## src/rtl/sram_port_arbiter_if.sv

```systemverilog
// Requester-side bus of the three-port SRAM arbiter:
// request, lock and access fields in; grant, read valid and read data out.
interface sram_port_arbiter_if #(
   parameter int ADDR_WIDTH = 4,
   parameter int DATA_WIDTH = 8
);
   logic [2:0]              req;
   logic [2:0]              lock;
   logic [2:0]              we;
   logic [3*ADDR_WIDTH-1:0] addr;
   logic [3*DATA_WIDTH-1:0] din;
   logic [2:0]              gnt;
   logic [2:0]              rvalid;
   logic [DATA_WIDTH-1:0]   rdata;
   logic                    lock_timeout;

   modport slave (
      input  req, lock, we, addr, din,
      output gnt, rvalid, rdata, lock_timeout
   );

   modport master (
      output req, lock, we, addr, din,
      input  gnt, rvalid, rdata, lock_timeout
   );
endinterface

```

## src/rtl/sram_port_arbiter.sv

```systemverilog
// Three-requester round-robin arbiter for a single-port synchronous SRAM,
// with bounded burst locking and forced release after MAX_LOCK beats.
module sram_port_arbiter #(
   parameter int ADDR_WIDTH = 4,
   parameter int DATA_WIDTH = 8,
   parameter int MAX_LOCK   = 8
) (
   input  logic                  i_clk,
   input  logic                  i_rst,
   sram_port_arbiter_if.slave    bus,
   output logic                  o_mem_cs,
   output logic                  o_mem_we,
   output logic [ADDR_WIDTH-1:0] o_mem_addr,
   output logic [DATA_WIDTH-1:0] o_mem_din,
   input  logic [DATA_WIDTH-1:0] i_mem_dout
);

   typedef enum logic {IDLE, LOCKED} state_t;

   state_t     r_fsm;
   logic [1:0] r_rr;
   logic [1:0] r_owner;
   logic [7:0] r_beat;
   logic [2:0] r_rvalid;
   logic       r_timeout;

   logic [1:0] w_c1;
   logic [1:0] w_c2;
   logic [1:0] w_win;
   logic       w_win_vld;
   logic [1:0] w_sel;
   logic       w_go;
   logic [2:0] w_gnt;
   logic [7:0] w_beat_nx;
   logic       w_max;

   function automatic logic [1:0] inc3(input logic [1:0] v);
      return (v == 2'd2) ? 2'd0 : v + 2'd1;
   endfunction

   // cyclic search starting at the round-robin pointer
   always_comb begin
      w_c1      = inc3(r_rr);
      w_c2      = inc3(w_c1);
      w_win     = r_rr;
      w_win_vld = 1'b1;
      if (bus.req[r_rr])      w_win = r_rr;
      else if (bus.req[w_c1]) w_win = w_c1;
      else if (bus.req[w_c2]) w_win = w_c2;
      else                    w_win_vld = 1'b0;
   end

   assign w_sel = (r_fsm == LOCKED) ? r_owner : w_win;
   assign w_go  = ~i_rst &
                  ((r_fsm == LOCKED) ? bus.req[r_owner] : w_win_vld);
   assign w_gnt = w_go ? (3'b001 << w_sel) : 3'b000;

   assign w_beat_nx = r_beat + 8'd1;
   assign w_max     = (w_beat_nx == 8'(MAX_LOCK));

   assign o_mem_cs   = w_go;
   assign o_mem_we   = w_go & bus.we[w_sel];
   assign o_mem_addr = w_go ?
      bus.addr[int'(w_sel)*ADDR_WIDTH +: ADDR_WIDTH] : '0;
   assign o_mem_din  = w_go ?
      bus.din[int'(w_sel)*DATA_WIDTH +: DATA_WIDTH] : '0;

   assign bus.gnt          = w_gnt;
   assign bus.rvalid       = r_rvalid;
   assign bus.rdata        = i_mem_dout;
   assign bus.lock_timeout = r_timeout;

   always_ff @(posedge i_clk) begin
      if (i_rst) begin
         r_fsm     <= IDLE;
         r_rr      <= 2'd0;
         r_owner   <= 2'd0;
         r_beat    <= 8'd0;
         r_rvalid  <= 3'b000;
         r_timeout <= 1'b0;
      end else begin
         r_rvalid  <= w_gnt & ~bus.we;
         r_timeout <= 1'b0;
         unique case (r_fsm)
            IDLE: begin
               if (w_go) begin
                  // a one-beat limit releases immediately as a timeout
                  if (bus.lock[w_win] && MAX_LOCK > 1) begin
                     r_fsm   <= LOCKED;
                     r_owner <= w_win;
                     r_beat  <= 8'd1;
                  end else begin
                     r_rr      <= inc3(w_win);
                     r_timeout <= bus.lock[w_win];
                  end
               end
            end
            LOCKED: begin
               if (!w_go || !bus.lock[r_owner] || w_max) begin
                  r_fsm     <= IDLE;
                  r_rr      <= inc3(r_owner);
                  r_beat    <= 8'd0;
                  r_timeout <= w_go & bus.lock[r_owner] & w_max;
               end else begin
                  r_beat <= w_beat_nx;
               end
            end
         endcase
      end
   end

endmodule

```

## src/flat_wrapper.sv

```systemverilog
// flat-port wrapper written by rule: the top's interface ports become plain ports
module sram_port_arbiter_flat 
#(
   parameter int ADDR_WIDTH = 4,
   parameter int DATA_WIDTH = 8,
   parameter int MAX_LOCK   = 8
)
  (i_clk, i_rst, o_mem_cs, o_mem_we, o_mem_addr, o_mem_din, i_mem_dout, bus_req, bus_lock, bus_we, bus_addr, bus_din, bus_gnt, bus_rvalid, bus_rdata, bus_lock_timeout);
  sram_port_arbiter_if #(.ADDR_WIDTH(ADDR_WIDTH), .DATA_WIDTH(DATA_WIDTH)) bus_i ();
  input  logic i_clk;
  input  logic i_rst;
  output logic o_mem_cs;
  output logic o_mem_we;
  output logic [ADDR_WIDTH-1:0] o_mem_addr;
  output logic [DATA_WIDTH-1:0] o_mem_din;
  input  logic [DATA_WIDTH-1:0] i_mem_dout;
  input wire logic [$bits(bus_i.req)-1:0] bus_req;
  input wire logic [$bits(bus_i.lock)-1:0] bus_lock;
  input wire logic [$bits(bus_i.we)-1:0] bus_we;
  input wire logic [$bits(bus_i.addr)-1:0] bus_addr;
  input wire logic [$bits(bus_i.din)-1:0] bus_din;
  output wire logic [$bits(bus_i.gnt)-1:0] bus_gnt;
  output wire logic [$bits(bus_i.rvalid)-1:0] bus_rvalid;
  output wire logic [$bits(bus_i.rdata)-1:0] bus_rdata;
  output wire logic [$bits(bus_i.lock_timeout)-1:0] bus_lock_timeout;
  assign bus_i.req = bus_req;
  assign bus_i.lock = bus_lock;
  assign bus_i.we = bus_we;
  assign bus_i.addr = bus_addr;
  assign bus_i.din = bus_din;
  assign bus_gnt = bus_i.gnt;
  assign bus_rvalid = bus_i.rvalid;
  assign bus_rdata = bus_i.rdata;
  assign bus_lock_timeout = bus_i.lock_timeout;
  sram_port_arbiter #(.ADDR_WIDTH(ADDR_WIDTH), .DATA_WIDTH(DATA_WIDTH), .MAX_LOCK(MAX_LOCK)) u_core (.i_clk(i_clk), .i_rst(i_rst), .bus(bus_i), .o_mem_cs(o_mem_cs), .o_mem_we(o_mem_we), .o_mem_addr(o_mem_addr), .o_mem_din(o_mem_din), .i_mem_dout(i_mem_dout));
endmodule
```

## config.mk

```make
export PLATFORM = sky130hd
export DESIGN_NAME = sram_port_arbiter_flat
export DESIGN_NICKNAME = d
export VERILOG_FILES = /design/src/rtl/sram_port_arbiter_if.sv /design/src/rtl/sram_port_arbiter.sv /design/src/flat_wrapper.sv
export SDC_FILE = /design/constraint.sdc
export NUM_CORES = 1
export LEC_CHECK = 0
export ABC_CLOCK_PERIOD_IN_PS = 2440
export CORE_MARGIN = 3
export CORE_UTILIZATION = 30
export CTS_BUF_LIST = sky130_fd_sc_hd__clkbuf_4
export DETAILED_ROUTE_END_ITERATION = 10
export PLACE_DENSITY = 0.63
export SYNTH_ARGS = -nofsm -noshare
export SYNTH_HDL_FRONTEND = slang
export SYNTH_SLANG_ARGS = --single-unit
```

## constraint.sdc

```tcl
create_clock -name i_clk -period 2.44 [get_ports i_clk]
set_clock_uncertainty 0.15 [all_clocks]
set_input_delay 0.488 -clock i_clk [delete_from_list [all_inputs] [get_ports i_clk]]
set_output_delay 0.488 -clock i_clk [all_outputs]
set_load 0.03 [all_outputs]
```

Yosys cells after proc, flatten, opt, wreduce, memory -nomap -nowiden
Cells that the tools add are included.
- input bits: 55
- bits in latches: 0
- memories: 0
- RAM bits: 0
- memory bits (read-only): 0
- flip-flop bits (word level): 17
- equal/unequal tests: 9
- $mul: 0
- shift operators: 3
- divide/modulo/power cells: 0
- bitwise gates (word level): 8
- muxes and demuxes: 43
- $add $sub $neg: 5
- reduce and logical (&&, ||, !) cells: 7
- $lt $le $gt $ge: 6
- operators by type and width (kind ; number):
    $mux W8 ; 4
    $shiftx A24 B6 Y8 ; 1
    $mux W2 ; 11
    $lt A2 B3 Y1 const B ; 6
    $pmux W8 S2 ; 1
    $mux W1 ; 15
    $bmux W1 S2 ; 7
    $shiftx A12 B5 Y4 ; 1
    $add A2 B1 Y2 const B ; 4
    $add A8 B1 Y8 const B ; 1
    $eq A2 B2 Y1 const B ; 4
    $eq A8 B4 Y1 const B ; 1
    $reduce_and A3 Y1 ; 2
    $and A1 B1 Y1 ; 4
    $mux W4 ; 1
    $ne A2 B1 Y1 const B ; 2
    $ne A2 B2 Y1 const B ; 2
    $pmux W1 S2 ; 2
    $pmux W2 S2 ; 1
    $and A3 B3 Y3 ; 1
    $mux W3 ; 1
    $not A3 Y3 ; 1
    $shl A1 B2 Y3 const A ; 1
    $logic_not A1 Y1 ; 2
    3 further kinds ; 5

Longest topological paths before layout
- word-level depth: 16
- gate-level depth with buffers: 8
- depth with buffers taken out: 6

Worst setup path before layout
OpenSTA, ideal clock, no wires.
- path kind: input-to-output
- start point: input port bus_req[2]
- end point: output port o_mem_addr[0]
- arrival: 2.037 ns
- path slack: -0.235 ns
- buffers on the path: 2
- stages: 8
- path through: buf_2 > a21oi_1 > o22ai_1 > o21ai_0 > and3_1 > clkbuf_1 > a22o_1 > a21o_1
- longest elaborated chain between the ends: 8
- ends and longest elaborated chain (item ; RTL line ; text):
    start: declaration ; flat_wrapper.sv:17 ; input wire logic [$bits(bus_i.req)-1:0] bus_req;
    $bmux W1 S2 ; sram_port_arbiter.sv:49 ; else if (bus.req[w_c2]) w_win = w_c2;
    $mux W1 (not written as such) ; sram_port_arbiter.sv:49 ;
    $mux W2 or $mux W1 (tied branches) ; sram_port_arbiter.sv:49 ;
    $mux W2 or $mux W1 (tied branches) ; sram_port_arbiter.sv:48 ; else if (bus.req[w_c1]) w_win = w_c1;
    $mux W2 or $mux W1 (tied branches) ; sram_port_arbiter.sv:47 ; if (bus.req[r_rr]) w_win = r_rr;
    $mux W2 or $mux W1 (tied branches) ; sram_port_arbiter.sv:53, sram_port_arbiter.sv:55 ;
    $shiftx A12 B5 Y4 or $and A1 B1 Y1 (tied branches) ; sram_port_arbiter.sv:64, sram_port_arbiter.sv:54 ;
    $mux W4 * ; sram_port_arbiter.sv:63 ; assign o_mem_addr = w_go ?
    end: declaration ; flat_wrapper.sv:14 ; output logic [ADDR_WIDTH-1:0] o_mem_addr;
Every way passes the cells marked *; elsewhere a longest branch is shown, timed or not. The select of a mux whose other input is x is not followed.

Final worst setup path
- start point: register u_core.r_rr[1]
- end point: output port o_mem_addr[2]
- longest elaborated chain between the ends: 12
- ends and longest elaborated chain (item ; RTL line ; text):
    start: declaration ; sram_port_arbiter.sv:21 ; logic [1:0] r_rr;
    start signal: assignment ; sram_port_arbiter.sv:93 ; r_rr <= inc3(w_win);
    start signal: assignment ; sram_port_arbiter.sv:101 ; r_rr <= inc3(r_owner);
    $add A2 B1 Y2 or $eq A2 B2 Y1 (tied branches) ; sram_port_arbiter.sv:38 ; return (v == 2'd2) ? 2'd0 : v + 2'd1;
    $mux W2 ; sram_port_arbiter.sv:38 ;
    $add A2 B1 Y2 or $eq A2 B2 Y1 (tied branches) ; sram_port_arbiter.sv:38 ;
    $mux W2 ; sram_port_arbiter.sv:38 ;
    $bmux W1 S2 ; sram_port_arbiter.sv:49 ;
    $mux W1 (not written as such) ; sram_port_arbiter.sv:49 ;
    $mux W2 or $mux W1 (tied branches) ; sram_port_arbiter.sv:49 ;
    $mux W2 or $mux W1 (tied branches) ; sram_port_arbiter.sv:48 ;
    $mux W2 or $mux W1 (tied branches) ; sram_port_arbiter.sv:47 ;
    $mux W2 or $mux W1 (tied branches) ; sram_port_arbiter.sv:53, sram_port_arbiter.sv:55 ;
    $shiftx A12 B5 Y4 or $and A1 B1 Y1 (tied branches) ; sram_port_arbiter.sv:64, sram_port_arbiter.sv:54 ;
    $mux W4 * ; sram_port_arbiter.sv:63 ;
Marked as above.

==> key figures <==
Synthesis
  • Area leader, netlist: dfxtp_1
  • Ranking of synthesized cells by area: dfxtp_1, a22o_1, nor2_1
  • Synth async-reset ratio: 0%
  • Mapped Area: between 1000 and 1500 µm²
  • Cells after synthesis: 184
  • Avg Inst Size Synth: approximately 8 µm²
  • Yosys top cell area share: a little under a quarter
  • Synthesized flop and latch total: 17
  • Synth unique cells: 51
  • Mux cell area share after synthesis: 2.150%
  • Simple-Gate Fraction of Synth Area: between 20% and 30%
  • Post-Syn Nets: 241
  • Main synth FF type: dfxtp_1
  • Most common cell in the synthesized netlist: nor2_1
  • Xor and xnor area share after synthesis: 0.6019%
  • Synth Area in Compound Gates: 39.04%
  • Adder-cell share of the synthesized area: 2.408%
  • Largest family of logic cells by synthesized area: compound AO/OA/AOI/OAI gates
  • Yosys synthesis warning count: 0
  • List of most frequent post-synthesis cells: nor2_1, dfxtp_1, nand2_1
  • EDFF count, synth: 0
  • Seq/Total Area, Yosys: between 20% and 30%

Finish
  • Nets: 342
  • Area growth, synth to finish: 76.18%
  • # diodes: 0
  • FILL cells: about 430
  • Share of cells above drive strength 1: 35.92%

Detailed routing
  • Post-route ant nets: 0
  • DRT iter0 DRCs: 100
  • Routed WL: 4.653 mm
  • DRC: 0
  • Vias: 1784
  • DR WL/cell: 13.85 µm
  • First drt pass iteration count: 5
  • Vias per cell: 5.310

Timing
  • Slew headroom: 73.11%
  • Worst setup margin: -227.1 ps
  • RSZ-0062 raised after global routing: true
  • Worst slew pin tran: 403.4 ps
  • Fin crit share: 109.3%
  • # setup viols final: 14
  • Fmax: 0.3749 GHz
  • Clock period minus worst slack: 2667 ps
  • Final Max Slew Viols: 0
  • Fin Hold WS: 344.1 ps
  • Final Hold Fails: 0

Clock network
  • Clock root buffer: clkbuf_4
  • Clock latency on the worst-skew pair: 300 ps
  • # hold bufs at CTS: 0
  • Cts bufs inserted: 3
  • CTS H-tree depth: 1
  • Clock Sinks: 17
  • CTS tree: yes
  • CTS Buffer Depth: 2
  • Worst-path clk slew: 100 ps

Die
  • Die span in y: 75.65 µm
  • Boundary Pins: 84
  • DIE WIDTH: 75.65 µm
  • DIE AREA: 5722 µm²
  • Starting Density: between 30% and 40%
  • Core region area: 4504 µm²
  • Rows: 24

Critical path
  • Worst Setup SP: u_core.r_rr[1]
  • Slowest stage delay, CP: 390 ps
  • WS Path Type: register to output port
  • Crit path DAT: 2030 ps
  • Crit-path most repeated cell: buf_6
  • Worst Setup EP: o_mem_addr[2]
  • Slowest stage cell, crit path: dfxtp_4
  • CP Data Required Time: 1800 ps
  • Register-to-register setup slack: 210 ps
  • CP Launch Type: register
  • Crit-path max FO: 6
  • Critical R2R Capture: u_core.r_rr[0]
  • Crit end category: output port
  • R2R depth: 9
  • R2r startpoint: u_core.r_rr[1]
  • Critical Path, Cell by Cell: maj3_2 -> a22oi_2 -> buf_4 -> o41ai_4 -> buf_6 -> a22o_1 -> a21o_4 -> buf_6

Placed design
  • Placer Congestion: between 0.8 and 0.9
  • IO buf count: 67
  • Dpl hpwl: 3.640 mm
  • Pre-CTS setup slack: -946.5 ps

GRT
  • Overflow after GRT: 0
  • First-pass GRT wire length: 7.348 mm
  • Gr usage total: 16.28%
  • Initial antenna violation count: 0
  • Pin count of the biggest net entering global routing: 11
  • Number of global-route vias before repair: 1687

Status
  • Status: finished, violations left
  • Failing checks: negative setup slack

Pwr
  • Pleak: 1.092 nW
  • Total Power: 1.896 mW
  • VDD IR max: around 0.38 mV
  • Pwr dens: 739.5 nW/µm²

Min path
  • Worst min path class: register to register

Job
  • Max-cap viol count: 0
metal layers:
| metal | global-route usage (%) | up-vias | share of wire, % |
|---|---|---|---|
| met2 | 27.61 | 76 | 47 |
| met4 | 6.408 | 0 | 1.5 |
| met5 | 0 | - | 0 |
| met1 | 20.60 | 800 | 45 |
| met3 | 2.507 | 10 | 6.5 |
| li1 | - | 898 | - |
sequential cells by signal (all words and copies together), names as in the netlist:
signal and count:
u_core.bus.lock_timeout 1, u_core.bus.rvalid 3, u_core.r_beat 8, u_core.r_fsm 1
u_core.r_owner 2, u_core.r_rr 2
worst max-delay path: cells and delay by family (launching register included):
family	cells	cell delay, ps
flops	1	390
buf+inv	3	420
compound gates	4	610
fa+ha+maj	1	300
cells by family (layout without fill, tap and decap cells):
kind of cell             Yosys count  after routing
adder cells (fa/ha/maj)            3              3
AND/OR/NAND/NOR                   68             68
XOR/XNOR                           1              1
multiplexers                       3              3
AO/OA/AOI/OAI                     70             70
flip-flops                        17             17
buffers and inverters             22            122
placed cells by master (no fill, tap or decap), drive strengths merged, types with 4 or more instances in the layout:
master / instances
nand2: 12
a22oi: 5
dfxtp: 17
o21ai: 10
buf: 64
a31oi: 7
a21oi: 8
a222oi: 6
inv: 7
a22o: 9
clkdlybuf4s50: 46
nand3: 6
a21o: 8
nor2b: 10
nor2: 20
nor3: 4
worst min path at each step:
stage                startpoint                to  slack [ps]  depth (start not counted)
5_1_grt        u_core.r_beat[7]  u_core.r_beat[7]         360                          1
3_3_place_gp   u_core.r_beat[7]  u_core.r_beat[7]         300                          1
3_5_place_dp   u_core.r_beat[7]  u_core.r_beat[7]         320                          1
6_report       u_core.r_beat[7]  u_core.r_beat[7]         340                          1
4_1_cts        u_core.r_beat[7]  u_core.r_beat[7]         330                          1
2_1_floorplan  u_core.r_beat[7]  u_core.r_beat[7]         290                          1
per-stage QoR:
| step | utilization, % | cell area, µm² | cells | setup TNS [ps] |
|---|---|---|---|---|
| after CTS | 55.97 | 2521 | 335 | -2901 |
| after detailed placement | 53.58 | 2414 | 327 | -18610 |
| after floorplan | - | 1529 | 184 | -1110 |
| final | 56.92 | 2564 | 336 | -2636 |
| after global routing | 56.92 | 2564 | 336 | -4099 |
| after global placement | 53.58 | 2414 | 327 | -17980 |
what timing repair did:
| item | CTS | global route |
|---|---|---|
| setup buffers | 3 | 1 |
| pin swaps | 10 | 6 |
| setup endpoints to repair | 29 | 17 |
| gates resized for setup | 39 | 12 |
| gates cloned | 1 | 0 |
area by class of cell:
type                            instances  area (µm²)  area share [%]
Clock buffer                            3       22.52          0.8785
Clock inverter                          1       5.005          0.1952
Inverter                                7       28.78           1.122
Multi-Input combinational cell        145        1094           42.65
Sequential cell                        17       350.3           13.67
Tap cell                               52       65.06           2.538
Timing Repair Buffer                  111       998.5           38.95
power breakdown:
part	leakage [nW]	total (mW)	internal [mW]	switching [mW]
Sequential	0.141	0.387	0.326	0.0610
Combinational	0.934	1.36	0.689	0.669
Clock	0.0177	0.151	0.0611	0.0901
Total	1.09	1.90	1.08	0.820
Power figures use the tool's default switching activity.
